<file path="src/rtl/mux_logic_pkg.sv">
// Shared types for the mux-built logic unit: op codes, FSM states and the
// op -> mux input-source mapping used by every result bit.
package mux_logic_pkg;

    typedef enum logic [2:0] {
        OP_AND  = 3'b000,
        OP_OR   = 3'b001,
        OP_NOT  = 3'b010,
        OP_NAND = 3'b011,
        OP_XOR  = 3'b100,
        OP_XNOR = 3'b101,
        OP_NOR  = 3'b110,
        OP_PASS = 3'b111
    } op_e;

    typedef enum logic {
        IDLE = 1'b0,
        FOLD = 1'b1
    } state_e;

    // Value routed to one data input of the 2:1 mux
    typedef enum logic [1:0] {
        SRC_ZERO = 2'b00,
        SRC_ONE  = 2'b01,
        SRC_Y    = 2'b10,
        SRC_NY   = 2'b11
    } src_e;

    typedef struct packed {
        src_e i0;
        src_e i1;
    } gate_sel_t;

    function automatic gate_sel_t gate_sel(input op_e op);
        gate_sel_t s;
        case (op)
            OP_AND:  s = '{i0: SRC_ZERO, i1: SRC_Y};
            OP_OR:   s = '{i0: SRC_Y,    i1: SRC_ONE};
            OP_NOT:  s = '{i0: SRC_ONE,  i1: SRC_ZERO};
            OP_NAND: s = '{i0: SRC_ONE,  i1: SRC_NY};
            OP_XOR:  s = '{i0: SRC_Y,    i1: SRC_NY};
            OP_XNOR: s = '{i0: SRC_NY,   i1: SRC_Y};
            OP_NOR:  s = '{i0: SRC_NY,   i1: SRC_ZERO};
            default: s = '{i0: SRC_ZERO, i1: SRC_ONE};
        endcase
        return s;
    endfunction

endpackage

</file>
<file path="src/rtl/mux_gate_bit.sv">
// One result bit of f(op,x,y): a single 2:1 mux with x as select and
// op-dependent constants / y / ~y routed to its data inputs.
module mux_gate_bit
    import mux_logic_pkg::*;
(
    input  op_e  op_i,
    input  logic x_i,
    input  logic y_i,
    output logic o_o
);

    gate_sel_t sel;
    logic      i0;
    logic      i1;

    function automatic logic src_val(input src_e s, input logic yv);
        case (s)
            SRC_ZERO: return 1'b0;
            SRC_ONE:  return 1'b1;
            SRC_Y:    return yv;
            default:  return ~yv;
        endcase
    endfunction

    always_comb begin
        sel = gate_sel(op_i);
        i0  = src_val(sel.i0, y_i);
        i1  = src_val(sel.i1, y_i);
        o_o = x_i ? i1 : i0;
    end

endmodule

</file>
<file path="src/rtl/mux_logic_unit.sv">
// Registered mux-built logic unit with single and fold modes and a
// single-entry output slot. Optional y_par output under MUX_LOGIC_PARITY_EN.
module mux_logic_unit
    import mux_logic_pkg::*;
#(
    parameter int unsigned WIDTH    = 8,
    parameter int unsigned FOLD_LEN = 4
) (
    input  logic             clk,
    input  logic             rst,
    input  logic             in_valid,
    output logic             in_ready,
    input  logic             mode,
    input  logic [2:0]       op,
    input  logic [WIDTH-1:0] a,
    input  logic [WIDTH-1:0] b,
    output logic             out_valid,
    input  logic             out_ready,
    output logic [WIDTH-1:0] y,
`ifdef MUX_LOGIC_PARITY_EN
    output logic             y_par,
`endif
    output logic             busy
);

    localparam int unsigned CNT_W = $clog2(FOLD_LEN);

    state_e             state_q, state_d;
    logic [CNT_W-1:0]   cnt_q, cnt_d;
    logic [WIDTH-1:0]   acc_q, acc_d;
    op_e                op_q, op_d;
    logic [WIDTH-1:0]   y_q, y_d;
    logic               out_valid_q, out_valid_d;

    op_e                g_op;
    logic [WIDTH-1:0]   g_x;
    logic [WIDTH-1:0]   g_y;
    logic [WIDTH-1:0]   g_o;

    logic               slot_free;
    logic               last_beat;
    logic               wr;

    // One gate array shared by both paths: IDLE uses (op,a,b), FOLD uses (op_q,acc,a)
    always_comb begin
        if (state_q == FOLD) begin
            g_op = op_q;
            g_x  = acc_q;
            g_y  = a;
        end else begin
            g_op = op_e'(op);
            g_x  = a;
            g_y  = b;
        end
    end

    for (genvar i = 0; i < WIDTH; i++) begin : g_bit
        mux_gate_bit u_bit (
            .op_i (g_op),
            .x_i  (g_x[i]),
            .y_i  (g_y[i]),
            .o_o  (g_o[i])
        );
    end

    always_comb begin
        slot_free = !out_valid_q || out_ready;
        last_beat = (cnt_q == CNT_W'(FOLD_LEN - 1));
        state_d   = state_q;
        cnt_d     = cnt_q;
        acc_d     = acc_q;
        op_d      = op_q;
        y_d       = y_q;
        wr        = 1'b0;
        in_ready  = slot_free;

        case (state_q)
            IDLE: begin
                in_ready = slot_free;
                if (in_valid && in_ready) begin
                    if (!mode) begin
                        y_d = g_o;
                        wr  = 1'b1;
                    end else begin
                        acc_d   = g_o;
                        op_d    = op_e'(op);
                        cnt_d   = CNT_W'(1);
                        state_d = FOLD;
                    end
                end
            end
            FOLD: begin
                if (last_beat) begin
                    in_ready = slot_free;
                    if (in_valid && in_ready) begin
                        y_d     = g_o;
                        wr      = 1'b1;
                        cnt_d   = '0;
                        state_d = IDLE;
                    end
                end else begin
                    in_ready = 1'b1;
                    if (in_valid) begin
                        acc_d = g_o;
                        cnt_d = cnt_q + CNT_W'(1);
                    end
                end
            end
            default: state_d = IDLE;
        endcase

        if (wr) begin
            out_valid_d = 1'b1;
        end else if (out_ready) begin
            out_valid_d = 1'b0;
        end else begin
            out_valid_d = out_valid_q;
        end
    end

    always_ff @(posedge clk or posedge rst) begin
        if (rst) begin
            state_q     <= IDLE;
            cnt_q       <= '0;
            acc_q       <= '0;
            op_q        <= OP_AND;
            y_q         <= '0;
            out_valid_q <= 1'b0;
        end else begin
            state_q     <= state_d;
            cnt_q       <= cnt_d;
            acc_q       <= acc_d;
            op_q        <= op_d;
            y_q         <= y_d;
            out_valid_q <= out_valid_d;
        end
    end

`ifdef MUX_LOGIC_PARITY_EN
    logic y_par_q;

    always_ff @(posedge clk or posedge rst) begin
        if (rst) begin
            y_par_q <= 1'b0;
        end else if (wr) begin
            y_par_q <= ^g_o;
        end
    end

    assign y_par = y_par_q;
`endif

    assign y         = y_q;
    assign out_valid = out_valid_q;
    assign busy      = (state_q == FOLD);

endmodule
</file>
<file path="config.mk">
export PLATFORM = sky130hd
export DESIGN_NAME = mux_logic_unit
export DESIGN_NICKNAME = d
export VERILOG_FILES = /design/src/rtl/mux_logic_pkg.sv /design/src/rtl/mux_gate_bit.sv /design/src/rtl/mux_logic_unit.sv
export SDC_FILE = /design/constraint.sdc
export NUM_CORES = 1
export LEC_CHECK = 0
export CAP_MARGIN = 40
export CORE_UTILIZATION = 35
export CTS_CLUSTER_SIZE = 14
export DETAILED_ROUTE_END_ITERATION = 10
export SYNTH_ARGS = -nofsm -noshare
export SYNTH_HDL_FRONTEND = slang
export SYNTH_SLANG_ARGS = --single-unit
</file>
<file path="constraint.sdc">
create_clock -name clk -period 1.7 [get_ports clk]
set_input_delay 0.34 -clock clk [delete_from_list [all_inputs] [get_ports clk]]
set_output_delay 0.34 -clock clk [all_outputs]
set_load 0.1 [all_outputs]
</file>
==> impl_metrics.yaml, run 1 <==
sta:
  setup-tns-final_ns: -4.04
  rsz0062_at_grt: "yes"
  holdWs_ns: 0.407
  final_max_slew_viol_count: 0
  hold_viol_final: 0
  period_needed_ns: 1.97
  setup_viol: 21
  worst_slew_pin_slew_ns: 0.532
  relSlewSlack: 0.638
  fin_crit_sh: 1.16
  skew_ns: 0.00663
  setup_slack_ns: -0.267
  fmax_mhz: 508
setup_path:
  crit_chain: "buf_6 -> buf_6 -> mux2i_4 -> a211oi_2 -> or4_4 -> a21oi_4 -> o31ai_2"
  critical-path-top-delay-family: "flip-flops"
  crit_path_start_kind: "flop"
  cp.arrival_ns: 2.12
  cpMostUsedCell: "buf_6"
  max_stage_delay_ns: 0.56
  critPathBufInv: 2
  crit_required_ns: 1.86
  end_kind: "flop"
  path_max_fanout: 7
  cp_slowest_cell: "dfrtp_4"
  crit_type: "flop to flop"
  r2r_slack_ns: -0.27
logic_synthesis:
  synth_edf_count: 0
  syn-num-nets: 258
  synth_cells: 233
  synthArstFlopShare: 1.00
  ys_types: 55
  yosysWarningCount: 0
  synth_area_um2: 2280
  synth_ff_type: "dfrtp_1"
  postSynthAreaPerCell_um2: 9.78
  ys_ff_latch: 23
  seq_area_frac_synth: 0.253
final_layout:
  final_cell_mix: "buf_4 (54), nand2_1 (24), clkdlybuf4s50_1 (23)"
  instances_no_fill: 399
  fin_nets: 348
  drive_gt1_frac: 0.494
  fill_cells: 566
  final_common_cell: "buf_4"
  final_area_um2: 3570
  area.growth.synth_to_final_pct: 56.8
  antenna_cells: 0
routing:
  drtIter0Drc: 164
  drcViolationCount: 0
  ant_nets: 0
  routed_wl_um: 6710
  dr.pass1.iters: 4
  via_per_inst: 5.58
  post_drt_wl_per_cell_um: 16.8
  vias: 2225
power_and_ir_drop:
  peakVddDrop_mv: 1.29
  power_density_nw_per_um2: 2130
  power_mw: 7.60
  p_leak_nw: 1.46
clock_tree:
  cts_tree: "built"
  cts_buffers: 3
  clk_latency_ns: 0.28
  cts_num_sinks: 23
  htreeDepth: 1
  hold_buffers: 0
  clk_pin_slew_worst_paths_ns: 0.09
  cts.path.max_buffers: 2
  root_buffer: "clkbuf_8"
placement:
  place_congestion: 0.834
  dpl_cell_area_um2: 3220
  placedCellCount: 384
  io_buffers: 34
  place_hpwl_um: 4650
worst_hold_path:
  hp-class: "input pin to asynchronous set/reset pin"
die:
  die_h_um: 82.7
  die_area_um2: 6840
  start_util: 0.361
  pin_count: 35
  die_w_um: 82.7
  placeableCoreArea_um2: 6310
  rows: 29
global_route:
  grt.busiest_layer: "met2"
  overflow: 0
  grtUsageTotal: 0.203
  use_met1: 0.281
  antenna_found_initial: 0
  grt_pass1_wl_um: 10300
  grt_max_degree: 28
  use_met2: 0.339
  grt_pass1_vias: 2048
  grt_util_met3: 0.0154
status:
  violations: "setup timing"
  status: "complete, but fails checks"
run:
  max-cap-violations: 0
-- Yosys cell counts (2+ instances only) --
cell | n | area, um^2
buf_6 | 4 | 45.0
o31ai_1 | 2 | 15.0
a21o_1 | 6 | 45.0
mux2i_2 | 5 | 68.8
buf_2 | 7 | 35.0
mux2i_4 | 2 | 45.0
o22ai_1 | 6 | 37.5
o32ai_2 | 3 | 48.8
mux2i_1 | 12 | 120
o21ai_0 | 13 | 65.1
a211oi_2 | 9 | 113
mux2_2 | 14 | 158
nand2_1 | 24 | 90.1
and3b_1 | 6 | 52.6
o311a_1 | 3 | 30.0
o21ai_1 | 2 | 10.0
a211oi_1 | 4 | 30.0
a32oi_1 | 7 | 61.3
nor2_1 | 3 | 11.3
nor4_1 | 8 | 50.1
nor4_2 | 3 | 37.5
nand2b_1 | 6 | 37.5
nor3_2 | 4 | 40.0
buf_4 | 2 | 15.0
o211ai_1 | 4 | 30.0
a21oi_1 | 12 | 60.1
dfrtp_1 | 23 | 576
mux2_1 | 4 | 45.0
inv_1 | 9 | 33.8
-- sequential cells by signal, indices dropped and copies added (netlist names) --
| signal | cells |
|---|---|
| acc_q | 8 |
| busy | 1 |
| out_valid | 1 |
| y | 8 |
| cnt_q | 2 |
| op_q | 3 |
-- power breakdown --
| part | internal (mW) | switching [mW] |
|---|---|---|
| Combinational | 2.91 | 3.16 |
| Sequential | 0.834 | 0.336 |
| Clock | 0.169 | 0.202 |
| Total | 3.91 | 3.69 |
-- routing by layer --
metal,routed length (um),up-vias
li1,-,1088
met1,3170,1095
met2,3330,37
met3,136,5
met4,68,0
met5,0,-
-- area by class of cell --
cell class	instances	area [um^2]	share of cell area
Multi-Input combinational cell	184	1770	0.495
Timing Repair Buffer	101	1050	0.293
Sequential cell	23	581	0.163
Tap cell	77	96.3	0.0270
Clock buffer	4	45.0	0.0126
Inverter	10	37.5	0.0105
-- worst min-delay path, delay by kind of cell --
family	cells	cell delay (ns)
buf+inv	3	0.74
-- timing repair --
action / in CTS / in global routing
setup endpoints to repair: 17 / 21
buffers inserted: 8 / 4
gates resized for setup: 25 / 16
cloned: 0 / 0
pin swaps: 5 / 7
-- path summary, 6_finish.rpt --
path                          start        end  cells past startpoint
hold reg to reg            acc_q[7]   acc_q[7]                      1
min in group clk           acc_q[7]   acc_q[7]                      1
setup reg to reg               busy   acc_q[4]                      7
max in group asynchronous       rst       busy                      3
hold / removal                  rst  out_valid                      3
setup / recovery               busy   acc_q[4]                      7
-- metrics by stage --
step	worst slack (ns)	utilization
3_3_place_gp	-0.479	0.511
6_report	-0.267	0.566
4_1_cts	-0.237	0.546
2_1_floorplan	-0.311	-
5_1_grt	-0.314	0.566
3_5_place_dp	-0.494	0.511
-- logic make-up (layout without fill, tap and decap cells) --
logic type | count (synthesis) | count (layout) | synth area share
muxes | 37 | 37 | 0.192
buffers and inverters | 26 | 115 | 0.0752
AOI/OAI and AO/OA | 80 | 80 | 0.282
adders and majority gates | 1 | 1 | 0.00549
and+or+nand+nor | 66 | 66 | 0.193
DFF | 23 | 23 | 0.253
Note: power is estimated with default switching activity, not from simulation.
==> run 2, diff against run 1 <==
- CTS_CLUSTER_DIAMETER: unset -> 200
- PLACE_DENSITY: unset -> 0.57
==> run 2 against run 1 <==
Net effect:
- the run still ends with setup timing left
- total power increased by 4.0%
- final cell count rose by 1.8%
- maximum frequency rose by 0.99%
- critical path type unchanged
- critical endpoint is now acc_q[2]
==> impl_metrics.yaml, run 2 (synthesis gave the netlist of run 1 again) <==
power_and_ir_drop:
  power_mw: 7.91
  power_density_nw_per_um2: 2120
  p_leak_nw: 1.56
  peakVddDrop_mv: 1.25
final_layout:
  antenna_cells: 0
  fill_cells: 525
  utilization: 0.591
  final_area_um2: 3730
  instances_no_fill: 406
  final_common_cell: "buf_4"
  area.growth.synth_to_final_pct: 63.8
  fin_nets: 355
  drive_gt1_frac: 0.514
  final_cell_mix: "buf_4 (58), nand2_1 (21), dfrtp_1 (21), clkdlybuf4s50_1 (21), mux2i_4 (16)"
setup_path:
  path_max_fanout: 8
  end_kind: "flop"
  crit_type: "flop to flop"
  crit_required_ns: 1.86
  rr_worst_depth: 8
  crit_path_start_kind: "flop"
  cp.arrival_ns: 2.11
placement:
  place_hpwl_um: 4780
  place_congestion: 0.821
  dpl_worst_slack_ns: -0.508
  io_buffers: 34
  placedCellCount: 384
  dpl_cell_area_um2: 3210
global_route:
  overflow: 0
  antenna_found_initial: 0
  grt_pass1_vias: 2245
  grtUsageTotal: 0.220
  grt_pass1_wl_um: 11300
  grt_max_degree: 24
clock_tree:
  cts_tree: "built"
  clk_latency_ns: 0.27
  cts_buffers: 3
  clk_pin_slew_worst_paths_ns: 0.09
  root_buffer: "clkbuf_8"
  hold_buffers: 0
  cts.path.max_buffers: 2
  htreeDepth: 1
  cts_num_sinks: 23
routing:
  vias: 2309
  routed_wl_um: 7390
  post_drt_wl_per_cell_um: 18.2
  ant_nets: 0
  drcViolationCount: 0
  dr.pass1.iters: 4
  drtIter0Drc: 122
  via_per_inst: 5.69
sta:
  period_needed_ns: 1.95
  worst_slew_pin_slew_ns: 0.380
  hold_viol_final: 0
  setup_slack_ns: -0.248
  fin_crit_sh: 1.15
  final_max_slew_viol_count: 0
  holdWs_ns: 0.415
  relSlewSlack: 0.746
  setup-tns-final_ns: -3.73
  fmax_mhz: 513
  skew_ns: 0.00267
  setup_viol: 20
  rsz0062_at_grt: "yes"
die:
  die_h_um: 82.7
  pin_count: 35
  start_util: 0.361
  die_area_um2: 6840
  rows: 29
  placeableCoreArea_um2: 6310
  die_w_um: 82.7
status:
  status: "complete, but fails checks"
  violations: "setup timing"
run:
  max-cap-violations: 0
worst_hold_path:
  hp-class: "input pin to asynchronous set/reset pin"
run 2: worst paths after layout:
| kind | to | startpoint | slack, ns |
|---|---|---|---|
| min in group clk | cnt_q[1] | cnt_q[1] | 0.52 |
| worst min-delay path | cnt_q[1] | rst | 0.42 |
| worst max register to register | acc_q[2] | busy | -0.25 |
| worst min register to register | cnt_q[1] | cnt_q[1] | 0.52 |
| worst max-delay path | acc_q[2] | busy | -0.25 |
| max in group asynchronous | busy | rst | 1.01 |
run 2: critical path: stages, from the launching register on:
cell      delay [ns]
dfrtp_4         0.51
buf_12          0.16
buf_16          0.16
nor3b_4         0.22
buf_4           0.16
nand2_1         0.07
a32oi_1         0.22
a211oi_2        0.07
mux2_2          0.26
run 2: layout make-up:
class / count / area [um^2] / area share
Inverter: 10 / 37.5 / 0.0101
Timing Repair Buffer: 107 / 1160 / 0.310
Sequential cell: 23 / 581 / 0.156
Tap cell: 77 / 96.3 / 0.0258
Clock buffer: 3 / 41.3 / 0.0111
Multi-Input combinational cell: 185 / 1820 / 0.486
Clock inverter: 1 / 5.00 / 0.00134
run 2: routing by layer:
| layer | GRT usage | share of wire |
|---|---|---|
| met5 | 0 | 0 |
| met1 | 0.299 | 0.45 |
| met3 | 0.0187 | 0.039 |
| met2 | 0.365 | 0.49 |
| met4 | 0.0707 | 0.015 |
run 2: what timing repair did:
item / CTS / global route
gates resized for setup: 31 / 20
cloned: 2 / 2
setup endpoints to repair: 18 / 22
setup buffers: 10 / 4
pin swaps: 4 / 19
hold endpoints to repair: 0 / 0
run 2: report_power, final:
group          internal (mW)  switching (mW)  total (mW)  leakage, nW
combinational           3.14            3.23        6.37         1.25
sequential             0.834           0.348        1.18        0.277
clock                  0.164           0.195       0.359       0.0255
total                   4.13            3.77        7.91         1.56
==> run 3, diff against run 2 <==
- CTS_BUF_LIST: unset -> sky130_fd_sc_hd__clkbuf_4 sky130_fd_sc_hd__clkbuf_8 sky130_fd_sc_hd__clkbuf_16
==> results of run 3 <==
The final DEF is identical to that of run 2; final timing and power are the same.
